--- src/rtl/pong_pkg.sv ---
// Shared types for the pong game core: match states, point-pulse bit indices and
// default-width coordinate/velocity helpers.
package pong_pkg;

  localparam int unsigned CoordWDefault = 16;
  localparam int unsigned VelWDefault   = 8;

  typedef enum logic [2:0] {
    StIdle     = 3'd0,
    StServe    = 3'd1,
    StPlay     = 3'd2,
    StPoint    = 3'd3,
    StGameOver = 3'd4
  } state_e;

  typedef enum logic {
    PtRight = 1'b0,
    PtLeft  = 1'b1
  } point_e;

  typedef logic [CoordWDefault-1:0]      coord_t;
  typedef logic signed [VelWDefault-1:0] vel_t;

endpackage

--- src/rtl/pong_ai_paddle.sv ---
// Computer-driven paddle: each enabled frame it steps toward the ball by at most AI_STEP,
// then clamps to the playfield.
module pong_ai_paddle #(
  parameter int unsigned COORD_W  = 16,
  parameter int unsigned PADDLE_H = 32,
  parameter int unsigned AI_STEP  = 2
) (
  input  logic               clk,
  input  logic               rst,
  input  logic               frame_tick,
  input  logic               enable,
  input  logic [COORD_W-1:0] ball_y,
  input  logic [COORD_W-1:0] height,
  output logic [COORD_W-1:0] paddle_y
);

  localparam int unsigned SW = COORD_W + 2;
  typedef logic signed [SW-1:0] wide_t;

  localparam wide_t Step = wide_t'(AI_STEP);
  localparam wide_t Half = wide_t'(PADDLE_H / 2);
  localparam wide_t Ph   = wide_t'(PADDLE_H);

  logic [COORD_W-1:0] paddle_q, paddle_d;
  wide_t cur, target, diff, moved, top_max;

  always_comb begin
    cur     = $signed({2'b00, paddle_q});
    target  = $signed({2'b00, ball_y}) - Half;
    diff    = target - cur;
    top_max = $signed({2'b00, height}) - Ph;

    if (diff > Step) begin
      moved = cur + Step;
    end else if (diff < -Step) begin
      moved = cur - Step;
    end else begin
      moved = target;
    end

    // Upper clamp first so a field shorter than the paddle pins it to 0.
    if (moved > top_max) moved = top_max;
    if (moved < wide_t'(0)) moved = wide_t'(0);

    paddle_d = paddle_q;
    if (frame_tick && enable) paddle_d = moved[COORD_W-1:0];
  end

  always_ff @(posedge clk) begin
    if (rst) begin
      paddle_q <= '0;
    end else begin
      paddle_q <= paddle_d;
    end
  end

  assign paddle_y = paddle_q;

endmodule

--- src/rtl/pong_match_engine.sv ---
// Frame-stepped pong core: ball kinematics, wall/paddle collisions, scoring and the
// IDLE/SERVE/PLAY/POINT/GAMEOVER match sequencer.
module pong_match_engine
  import pong_pkg::*;
#(
  parameter int unsigned COORD_W      = 16,
  parameter int unsigned VEL_W        = 8,
  parameter int unsigned SCORE_W      = 8,
  parameter int unsigned WIN_SCORE    = 11,
  parameter int unsigned PADDLE_H     = 32,
  parameter int unsigned PADDLE_X     = 8,
  parameter int unsigned SERVE_FRAMES = 60,
  parameter int unsigned AI_STEP      = 2,
  parameter int unsigned INIT_VX      = 3,
  parameter int unsigned INIT_VY      = 2
) (
  input  logic                      clk,
  input  logic                      rst,
  input  logic                      frame_tick,
  input  logic                      start,
  input  logic [2*COORD_W-1:0]      dimensions,
  input  logic [COORD_W-1:0]        right_paddle_y,
  output logic [COORD_W-1:0]        ball_x,
  output logic [COORD_W-1:0]        ball_y,
  output logic signed [VEL_W-1:0]   ball_vx,
  output logic signed [VEL_W-1:0]   ball_vy,
  output logic [COORD_W-1:0]        left_paddle_y,
  output logic [SCORE_W-1:0]        score_left,
  output logic [SCORE_W-1:0]        score_right,
  output logic [1:0]                point_scored,
  output logic                      game_over,
  output logic                      winner,
  output state_e                    state
);

  localparam int unsigned SW   = COORD_W + 2;
  localparam int unsigned CntW = (SERVE_FRAMES > 1) ? $clog2(SERVE_FRAMES) : 1;
  typedef logic signed [SW-1:0] wide_t;

  localparam logic [CntW-1:0]         ServeLast = CntW'(SERVE_FRAMES - 1);
  localparam logic [SCORE_W-1:0]      WinScore  = SCORE_W'(WIN_SCORE);
  localparam logic signed [VEL_W-1:0] InitVx    = VEL_W'(INIT_VX);
  localparam logic signed [VEL_W-1:0] InitVy    = VEL_W'(INIT_VY);
  localparam wide_t                   PadX      = wide_t'(PADDLE_X);
  localparam wide_t                   PadH      = wide_t'(PADDLE_H);

  function automatic wide_t widen(input logic [COORD_W-1:0] v);
    return $signed({2'b00, v});
  endfunction

  function automatic wide_t widen_vel(input logic signed [VEL_W-1:0] v);
    return $signed({{(SW - VEL_W){v[VEL_W-1]}}, v});
  endfunction

  state_e                    state_q, state_d;
  logic [COORD_W-1:0]        ball_x_q, ball_x_d, ball_y_q, ball_y_d;
  logic signed [VEL_W-1:0]   vx_q, vx_d, vy_q, vy_d;
  logic [SCORE_W-1:0]        score_l_q, score_l_d, score_r_q, score_r_d;
  logic [CntW-1:0]           serve_cnt_q, serve_cnt_d;
  logic [1:0]                point_q, point_d;
  logic                      game_over_q, game_over_d;
  logic                      winner_q, winner_d;
  logic                      serve_right_q, serve_right_d;

  logic [COORD_W-1:0] width, height, centre_x, centre_y, left_paddle;
  wide_t  y_w, nx, ny, w_last, h_last, right_face, lp_top, rp_top;
  logic   hit_left, hit_right, miss_left, miss_right, left_scores, right_scores;
  logic   new_match, ai_enable;
  logic [SCORE_W-1:0] score_l_inc, score_r_inc;

  assign width    = dimensions[2*COORD_W-1:COORD_W];
  assign height   = dimensions[COORD_W-1:0];
  assign centre_x = width >> 1;
  assign centre_y = height >> 1;

  // Tick in POINT is dropped along with everything else that state ignores.
  assign ai_enable = (state_q == StServe) || (state_q == StPlay) || (state_q == StGameOver);

  pong_ai_paddle #(
    .COORD_W  (COORD_W),
    .PADDLE_H (PADDLE_H),
    .AI_STEP  (AI_STEP)
  ) u_ai_paddle (
    .clk        (clk),
    .rst        (rst),
    .frame_tick (frame_tick),
    .enable     (ai_enable),
    .ball_y     (ball_y_q),
    .height     (height),
    .paddle_y   (left_paddle)
  );

  always_comb begin
    y_w        = widen(ball_y_q);
    nx         = widen(ball_x_q) + widen_vel(vx_q);
    ny         = y_w + widen_vel(vy_q);
    w_last     = widen(width) - wide_t'(1);
    h_last     = widen(height) - wide_t'(1);
    right_face = w_last - PadX;
    lp_top     = widen(left_paddle);
    rp_top     = widen(right_paddle_y);

    hit_left   = (nx <= PadX) && (y_w >= lp_top) && (y_w <= lp_top + PadH - wide_t'(1));
    hit_right  = (nx >= right_face) && (y_w >= rp_top) && (y_w <= rp_top + PadH - wide_t'(1));
    miss_left  = (nx <= wide_t'(0));
    miss_right = (nx >= w_last);

    right_scores = !hit_left && !hit_right && miss_left;
    left_scores  = !hit_left && !hit_right && !miss_left && miss_right;

    score_l_inc = (score_l_q < WinScore) ? score_l_q + SCORE_W'(1) : score_l_q;
    score_r_inc = (score_r_q < WinScore) ? score_r_q + SCORE_W'(1) : score_r_q;
  end

  always_comb begin
    state_d       = state_q;
    ball_x_d      = ball_x_q;
    ball_y_d      = ball_y_q;
    vx_d          = vx_q;
    vy_d          = vy_q;
    score_l_d     = score_l_q;
    score_r_d     = score_r_q;
    serve_cnt_d   = serve_cnt_q;
    point_d       = '0;
    game_over_d   = game_over_q;
    winner_d      = winner_q;
    serve_right_d = serve_right_q;
    new_match     = 1'b0;

    unique case (state_q)
      StIdle: begin
        ball_x_d  = centre_x;
        ball_y_d  = centre_y;
        vx_d      = '0;
        vy_d      = '0;
        new_match = start;
      end
      StServe: begin
        ball_x_d = centre_x;
        ball_y_d = centre_y;
        if (frame_tick) begin
          if (serve_cnt_q == ServeLast) begin
            state_d = StPlay;
            vx_d    = serve_right_q ? InitVx : -InitVx;
            vy_d    = InitVy;
          end else begin
            serve_cnt_d = serve_cnt_q + CntW'(1);
          end
        end
      end
      StPlay: begin
        if (frame_tick) begin
          if (left_scores || right_scores) begin
            // Ball stays where it was; POINT recentres it, GAMEOVER freezes it.
            if (left_scores) begin
              score_l_d        = score_l_inc;
              point_d[PtLeft]  = 1'b1;
              serve_right_d    = 1'b1;
            end else begin
              score_r_d        = score_r_inc;
              point_d[PtRight] = 1'b1;
              serve_right_d    = 1'b0;
            end
            if ((left_scores && score_l_inc == WinScore) ||
                (right_scores && score_r_inc == WinScore)) begin
              state_d     = StGameOver;
              game_over_d = 1'b1;
              winner_d    = left_scores;
            end else begin
              state_d = StPoint;
            end
          end else begin
            if (ny <= wide_t'(0)) begin
              ball_y_d = '0;
              vy_d     = -vy_q;
            end else if (ny >= h_last) begin
              ball_y_d = h_last[COORD_W-1:0];
              vy_d     = -vy_q;
            end else begin
              ball_y_d = ny[COORD_W-1:0];
            end

            if (hit_left) begin
              ball_x_d = PadX[COORD_W-1:0];
              vx_d     = -vx_q;
            end else if (hit_right) begin
              ball_x_d = right_face[COORD_W-1:0];
              vx_d     = -vx_q;
            end else begin
              ball_x_d = nx[COORD_W-1:0];
            end
          end
        end
      end
      StPoint: begin
        ball_x_d    = centre_x;
        ball_y_d    = centre_y;
        vx_d        = '0;
        vy_d        = '0;
        serve_cnt_d = '0;
        state_d     = StServe;
      end
      StGameOver: begin
        new_match = start;
      end
      default: begin
        state_d = StIdle;
      end
    endcase

    if (new_match) begin
      state_d       = StServe;
      score_l_d     = '0;
      score_r_d     = '0;
      serve_cnt_d   = '0;
      game_over_d   = 1'b0;
      winner_d      = 1'b0;
      serve_right_d = 1'b1;
      ball_x_d      = centre_x;
      ball_y_d      = centre_y;
      vx_d          = '0;
      vy_d          = '0;
    end
  end

  always_ff @(posedge clk) begin
    if (rst) begin
      state_q       <= StIdle;
      ball_x_q      <= '0;
      ball_y_q      <= '0;
      vx_q          <= '0;
      vy_q          <= '0;
      score_l_q     <= '0;
      score_r_q     <= '0;
      serve_cnt_q   <= '0;
      point_q       <= '0;
      game_over_q   <= 1'b0;
      winner_q      <= 1'b0;
      serve_right_q <= 1'b1;
    end else begin
      state_q       <= state_d;
      ball_x_q      <= ball_x_d;
      ball_y_q      <= ball_y_d;
      vx_q          <= vx_d;
      vy_q          <= vy_d;
      score_l_q     <= score_l_d;
      score_r_q     <= score_r_d;
      serve_cnt_q   <= serve_cnt_d;
      point_q       <= point_d;
      game_over_q   <= game_over_d;
      winner_q      <= winner_d;
      serve_right_q <= serve_right_d;
    end
  end

  assign ball_x        = ball_x_q;
  assign ball_y        = ball_y_q;
  assign ball_vx       = vx_q;
  assign ball_vy       = vy_q;
  assign left_paddle_y = left_paddle;
  assign score_left    = score_l_q;
  assign score_right   = score_r_q;
  assign point_scored  = point_q;
  assign game_over     = game_over_q;
  assign winner        = winner_q;
  assign state         = state_q;

endmodule

--- config.mk ---
export PLATFORM = sky130hd
export DESIGN_NAME = pong_match_engine
export DESIGN_NICKNAME = d
export VERILOG_FILES = /design/src/rtl/pong_pkg.sv /design/src/rtl/pong_ai_paddle.sv /design/src/rtl/pong_match_engine.sv
export SDC_FILE = /design/constraint.sdc
export NUM_CORES = 1
export LEC_CHECK = 0
export BUFFER_PORTS_ARGS = -buffer_cell sky130_fd_sc_hd__buf_2
export CAP_MARGIN = 20
export CORE_MARGIN = 2
export CORE_UTILIZATION = 55
export CTS_BUF_LIST = sky130_fd_sc_hd__clkbuf_4 sky130_fd_sc_hd__clkbuf_8
export DETAILED_ROUTE_END_ITERATION = 12
export PLACE_DENSITY = 0.78
export SLEW_MARGIN = 5
export SYNTH_ARGS = -nofsm -noshare
export SYNTH_HDL_FRONTEND = slang
export SYNTH_HIERARCHICAL = 1
export SYNTH_SLANG_ARGS = --single-unit
--- constraint.sdc ---
create_clock -name clk -period 5.7 [get_ports clk]
set_clock_uncertainty 0.15 [all_clocks]
set_input_delay 0.285 -clock clk [delete_from_list [all_inputs] [get_ports clk]]
set_output_delay 0.285 -clock clk [all_outputs]
set_load 0.02 [all_outputs]
# Word level (Yosys, flattened, before mapping)
# Cells that the tools add are included.
# word_totals
out_inout_bits	87
latchBits	0
regBits	94
mem_bits_rw	0
inputBits	52
romBits	0
n_memories	0
elab_cells	162
# classes
n_mul	0
shift	0
magnitude_cmp	16
div_mod_pow	0
addsub	19
muxes	46
bitwise	5
reduce_logical	39
eq_ne	21
# op_table
op	n
16-bit two-way mux	9
8-bit two-way mux	15
16-bit case mux with 2 select lines	2
18-bit two-way mux	3
8-bit case mux with 3 select lines	2
17-bit by 8-bit adder with 18-bit output	2
18-bit by 17-bit greater-or-equal comparator with 1-bit output	2
17-bit by 18-bit <= comparator with 1-bit output	2
18-bit by 1-bit <= comparator with 1-bit output (second input constant)	2
17-bit by 1-bit subtractor with 18-bit output (second input constant)	2
16-bit by 6-bit adder with 17-bit output (second input constant)	2
16-bit by 1-bit subtractor with 17-bit output (second input constant)	2
16-bit greater-or-equal comparator	2
15-bit two-way mux	2
18-bit greater-or-equal comparator	1
18-bit greater-than comparator	1
18-bit by 3-bit greater-than comparator with 1-bit output (second input constant)	1
18-bit by 5-bit <= comparator with 1-bit output (second input constant)	1
18-bit by 1-bit < comparator with 1-bit output (second input constant)	1
18-bit by 2-bit < comparator with 1-bit output (second input constant)	1
17-bit by 5-bit subtractor with 18-bit output (second input constant)	1
18-bit by 17-bit subtractor with 18-bit output	1
16-bit by 2-bit adder with 17-bit output (second input constant)	1
16-bit by 2-bit subtractor with 17-bit output (second input constant)	1
other kinds (35)	87

# Longest topological paths before layout
# logic_depth
ltp_word	16
mapped_depth	30
ltp_nobuf	28

# By module
# The synthesis kept the hierarchy.
# by_module_without_submodules
module	seq_area_each_um2	n_inst	cells_per_inst	area_per_inst_um2
pong_match_engine	1561.5	1	1317	10087.2
pong_ai_paddle	320.3	1	475	3453.3

# Worst setup path before layout
# Ideal clock, no wire load.
# synth_path
path_type	reg2reg
startpoint	reg ball_y_q[6], in the netlist ball_y[6]
endpoint	reg u_ai_paddle.paddle_q[13], in the netlist u_ai_paddle/paddle_y[13]
n_path_buf	2
t_arrival_ns	6.087
stages_incl_launch_ff	27
slack_ns	-0.607
period_less_slack_ns	6.307
setup_ns	0.070
required_ns	5.480
path_cell_list	dfxtp_1 nor2_2 nand3_1 or3_1 nor2_1 xor2_1 ha_1 clkbuf_1 a21oi_1 o21ai_0 a31oi_1 o21ai_1 xnor2_1 nand4_1 o21a_1 buf_2 a221o_1 a22o_1 ha_1 nand4_1 or3_1 o221a_2 a221oi_1 nand2_1 or2_2 a221o_1 a21oi_1
# synth_between
elab_chain_len	9
word_cells_on_any_way	10
classes_between	add/sub (2); order compare (4); mux (4)
# synth_lines
item	line	text
start: declaration	pong_match_engine.sv:56	logic [COORD_W-1:0] ball_x_q, ball_x_d, ball_y_q, ball_y_d;
start signal: assignment	pong_match_engine.sv:243	ball_y_q <= ball_y_d;
16-bit by 5-bit subtractor with 17-bit output *	pong_ai_paddle.sv:29	target = $signed({2'b00, ball_y}) - Half;
18-bit by 17-bit subtractor with 18-bit output	pong_ai_paddle.sv:30	diff = target - cur;
18-bit by 2-bit < comparator with 1-bit output	pong_ai_paddle.sv:35	end else if (diff < -Step) begin
18-bit two-way mux	pong_ai_paddle.sv:35	
18-bit two-way mux *	pong_ai_paddle.sv:33	if (diff > Step) begin
18-bit greater-than comparator	pong_ai_paddle.sv:42	if (moved > top_max) moved = top_max;
18-bit two-way mux *	pong_ai_paddle.sv:42	
18-bit by 1-bit < comparator with 1-bit output	pong_ai_paddle.sv:43	if (moved < wide_t'(0)) moved = wide_t'(0);
16-bit two-way mux *	pong_ai_paddle.sv:43	
end signal: assignment	pong_ai_paddle.sv:53	paddle_q <= paddle_d;
end: declaration	pong_ai_paddle.sv:24	logic [COORD_W-1:0] paddle_q, paddle_d;
# Mark *: on every way between the ends. The rest lies on a longest branch, timed or not.
# A chain may end at the register's enable or synchronous reset.

# Final worst setup path
# layout_path
startpoint	reg ball_y_q[4], in the netlist ball_y[4]
endpoint	reg u_ai_paddle.paddle_q[1], in the netlist u_ai_paddle/paddle_y[1]
# Same word-level chain as after synthesis.

==> metrics.md <==
| Metric | Value |
|---|---|
| Initial antenna violation count | 1 |
| Pwr/cell area | 413 nW/um^2 |
| Synth Register Bits | 94 |
| Wire per inst | 20.5 um |
| CTS max path bufs | 2 |
| Initial drt markers | 1,485 |
| WP data arrival | 6.34 ns |
| Max_cap viols | 0 |
| Std-Cell Rows | 57 |
| Synth Flop Type | dfxtp_1 |
| Hold_sp | dimensions[11] |
| Detailed Routing Iterations Pass 1 | 6 |
| Worst Setup Start Kind | register |
| Die Height | 161 um |
| Number of buffers created by CTS | 9 |
| Worst R2R Setup Slack | -0.49 ns |
| Syn_nets | 2,035 |
| Post-Synth Simple-Gate Area | 23.1% |
| First-pass GRT wire length | 77,800 um |
| Latest clock arrival within the worst-skew pair | 0.40 ns |
| Mux share of post-synthesis cell area | 2.51% |
| Max FO, Critical Path | 5 |
| Largest family of logic cells by synthesized area | compound AO/OA/AOI/OAI gates |
| Final instance area | 17,100 sq um |
| Reg-to-Reg Start | ball_y[4]$_SDFFE_PP0P_ |
| HP Class | primary input to register |
| Initial core utilization | 55.8% |
| Synth Area in Compound Gates | 26.9% |
| WP data required | 5.85 ns |
| Outcome | complete, but fails checks |
| Area contributors post-synth | ha_1, dfxtp_1, xnor2_1 |
| Slew margin rel. | 32.3% |
| Routability Congestion | 1.02 |
| DR top layer | met4 |
| Min Clock Period, post-route | 6.19 ns |
| Unrepaired setup endpoints after global routing | yes |
| Port Buf Inserts | 138 |
| Met3 Wirelength | 3800 um |
| Post-Route WL | 50,100 um |
| Failing checks | negative setup slack |
| Largest area contributor in the netlist | ha_1 |
| Worst-margin pin slew | 1.02 ns |
| H-tree levels | 3 |
| # setup viols final | 16 |
| Seq/Total Area, Yosys | 13.9% |
| Detailed-route via count | 15,700 |
| CP endpoint kind | register |
| Commonest non-fill, non-tap cells in the layout | buf_4, ha_1, buf_2, nand2_1, inv_1 |
| Max Slew Vio Count | 0 |
| Fin. Hold Viols | 0 |
| Cells after Synth | 1,792 |
| Yosys top cell area share | 17.4% |
| P_leak | 7.86 nW |
| Clock sinks | 94 |
| Most common cell after layout, fill and taps aside | buf_4 |
| Number of synthesized flops with an enable pin | 0 |
| Cell family with most CP delay | compound AO/OA/AOI/OAI gates |
| Most frequent CP cell | buf_4 |
| Wire length on met1 | 19,700 um |
| Slowest stage delay, CP | 0.41 ns |
| Max VDD drop | 0.555 mV |
| Vias in the first global route | 14,900 |
| Core ar. | 24,200 sq um |
| Fin crit share | 109% |
| CTS tree | yes |
| Post-synth ARST share | 0% |
| Yosys warns | 6 |
| Overall power | 0.00704 W |
| Post-Synth XOR/XNOR Area | 9.91% |
| Reg2Reg Depth | 25 |
| Area growth syn-to-layout | 25.9% |
| CTS Root Cell | clkbuf_8 |
| Via density per instance | 6.42 |
| Clock transition at path regs | 0.11 ns |
| Die area | 25,900 sq um |
| Setup ws final | -0.491 ns |
| Mapped Area | 13,500 sq um |
| Syn_area_per_cell | 7.56 sq um |
| Tot GR Track Use | 37.0% |
| Final Util | 70.3% |
| Hpwl dp | 38,000 um |
| Largest net degree at the start of global routing | 61 |
| # IOs | 139 |
| Final antenna-violating net count | 0 |
| Reg-to-reg endpoint | u_ai_paddle/paddle_y[1]$_SDFFE_PP0P_ |
| DRC | 0 |
| Buffer and inverter count on the worst path | 5 |
| Die width | 161 um |
| Hold depth | 3 |
| Distinct cell type count after synthesis | 98 |
| Nets | 2,361 |
| WHS Endpoint | ball_y[10]$_SDFFE_PP0P_ |
| Adder-Cell Fraction of Synth Area | 18.2% |
| Critical path type | register to register |
| Critical Path Slowest Stage Cell | or3_4 |
| Fmax | 0.162 GHz |
| GRT overflow | 0 |
| DP Area | 15,800 sq um |
| Met2 wire len | 23,300 um |
| Share of layout cells above drive strength 1 | 25.4% |
==> registers in the layout, indices dropped and copies added (netlist names), 2 cells and up, named ones only <==
| register | cells |
|---|---|
| ball_vx | 7 |
| ball_vy | 8 |
| ball_x | 16 |
| ball_y | 16 |
| point_scored | 2 |
| score_left | 8 |
| score_right | 8 |
| serve_cnt_q | 6 |
| state | 3 |
| u_ai_paddle/paddle_y | 16 |
==> area by class of cell <==
class                           instances  area [sq um]
Sequential cell                        94          1890
Timing Repair Buffer                  374          2530
Clock buffer                            9           124
Clock inverter                          7          62.6
Fill cell                            2026          7200
Inverter                              132           498
Multi-Input combinational cell       1507         11500
Tap cell                              324           405
Antenna cell                            1          2.50
==> cell families after synthesis <==
group	count (synthesis)
AND/OR/NAND/NOR	612
flip-flops	94
multiplexers	33
adder cells (fa/ha/maj)	196
XOR/XNOR	149
AO/OA/AOI/OAI	516
buffers and inverters	192
==> where the power goes <==
part	switching, W	leakage, nW	total, W	internal (W)
clock network	0.000289	0.0984	0.000458	0.000170
registers	0.0000450	0.770	0.000755	0.000710
logic	0.00306	6.99	0.00583	0.00276
total	0.00340	7.86	0.00704	0.00364
==> worst max-delay path by stage <==
stage	startpoint	to	slack [ns]	cells past startpoint
2_1_floorplan	ball_y[6]$_SDFFE_PP0P_	u_ai_paddle/paddle_y[13]$_SDFFE_PP0P_	-0.15	26
3_3_place_gp	ball_y[4]$_SDFFE_PP0P_	u_ai_paddle/paddle_y[13]$_SDFFE_PP0P_	-0.43	26
3_5_place_dp	ball_y[4]$_SDFFE_PP0P_	u_ai_paddle/paddle_y[5]$_SDFFE_PP0P_	-0.47	27
4_1_cts	ball_y[7]$_SDFFE_PP0P_	u_ai_paddle/paddle_y[13]$_SDFFE_PP0P_	-0.28	27
5_1_grt	ball_y[4]$_SDFFE_PP0P_	u_ai_paddle/paddle_y[5]$_SDFFE_PP0P_	-0.75	30
6_report	ball_y[4]$_SDFFE_PP0P_	u_ai_paddle/paddle_y[1]$_SDFFE_PP0P_	-0.49	25
==> worst register-to-register path: stages, from the launching register on <==
cell and delay, ns:
dfxtp_4 0.36, inv_4 0.07, ha_4 0.13, nand2_2 0.05
or3_4 0.41, xnor2_2 0.21, ha_1 0.29, a21o_1 0.19
xnor2_1 0.14, or3_4 0.36, buf_4 0.16, a211oi_2 0.21
nand4_1 0.20, buf_4 0.20, o21a_4 0.22, a221o_1 0.37
a22o_1 0.25, ha_1 0.29, nand4_1 0.11, or3_1 0.38
o221a_4 0.24, a221oi_4 0.29, buf_4 0.20, buf_6 0.10
mux2_4 0.29, a32o_1 0.25
==> layer usage <==
metal | vias up | track usage (%)
li1 | 7325 | -
met1 | 7369 | 44.2
met2 | 810 | 63.2
met5 | - | 0
met4 | 0 | 20.9
met3 | 222 | 6.04
==> synth_stat cells (all sizes together) (7+ instances only) <==
cell type and instances:
dfxtp 94, xnor2 97, a211o 10, a31oi 15, o31ai 11, nor2b 12
nand2b 20, nand3 56, nor3 67, clkbuf 47, or2 8, nor2 132
nor4 29, or4 13, a221oi 10, a211oi 56, buf 13, and2 34
a31o 7, a21o 47, nand3b 8, inv 131, o22ai 18, and3 13
ha 188, a311oi 16, a21oi 105, o221ai 11, xor2 50, o21a 14
o211ai 27, nand2 141, nand4 34, o211a 10, or3 28, mux2i 28
o21ai 93
==> per-stage QoR <==
step           instances  worst slack (ns)  hold slack (ns)  setup TNS (ns)
6_report            2448            -0.491           0.0656           -6.62
4_1_cts             2430            -0.277           0.0436           -3.19
5_1_grt             2448            -0.750           0.0784          -10.43
3_3_place_gp        2370            -0.430            0.286           -5.82
3_5_place_dp        2370            -0.471            0.314           -6.13
2_1_floorplan       1792            -0.151            0.290          -0.842
==> repair_timing <==
action	CTS	global route
pin swaps	29	34
endpoints found under the setup margin	16	16
gates resized for setup	63	55
cloned	2	0
hold buffers	0	0
buffers inserted	42	15
(Power assumes the default switching activity.)
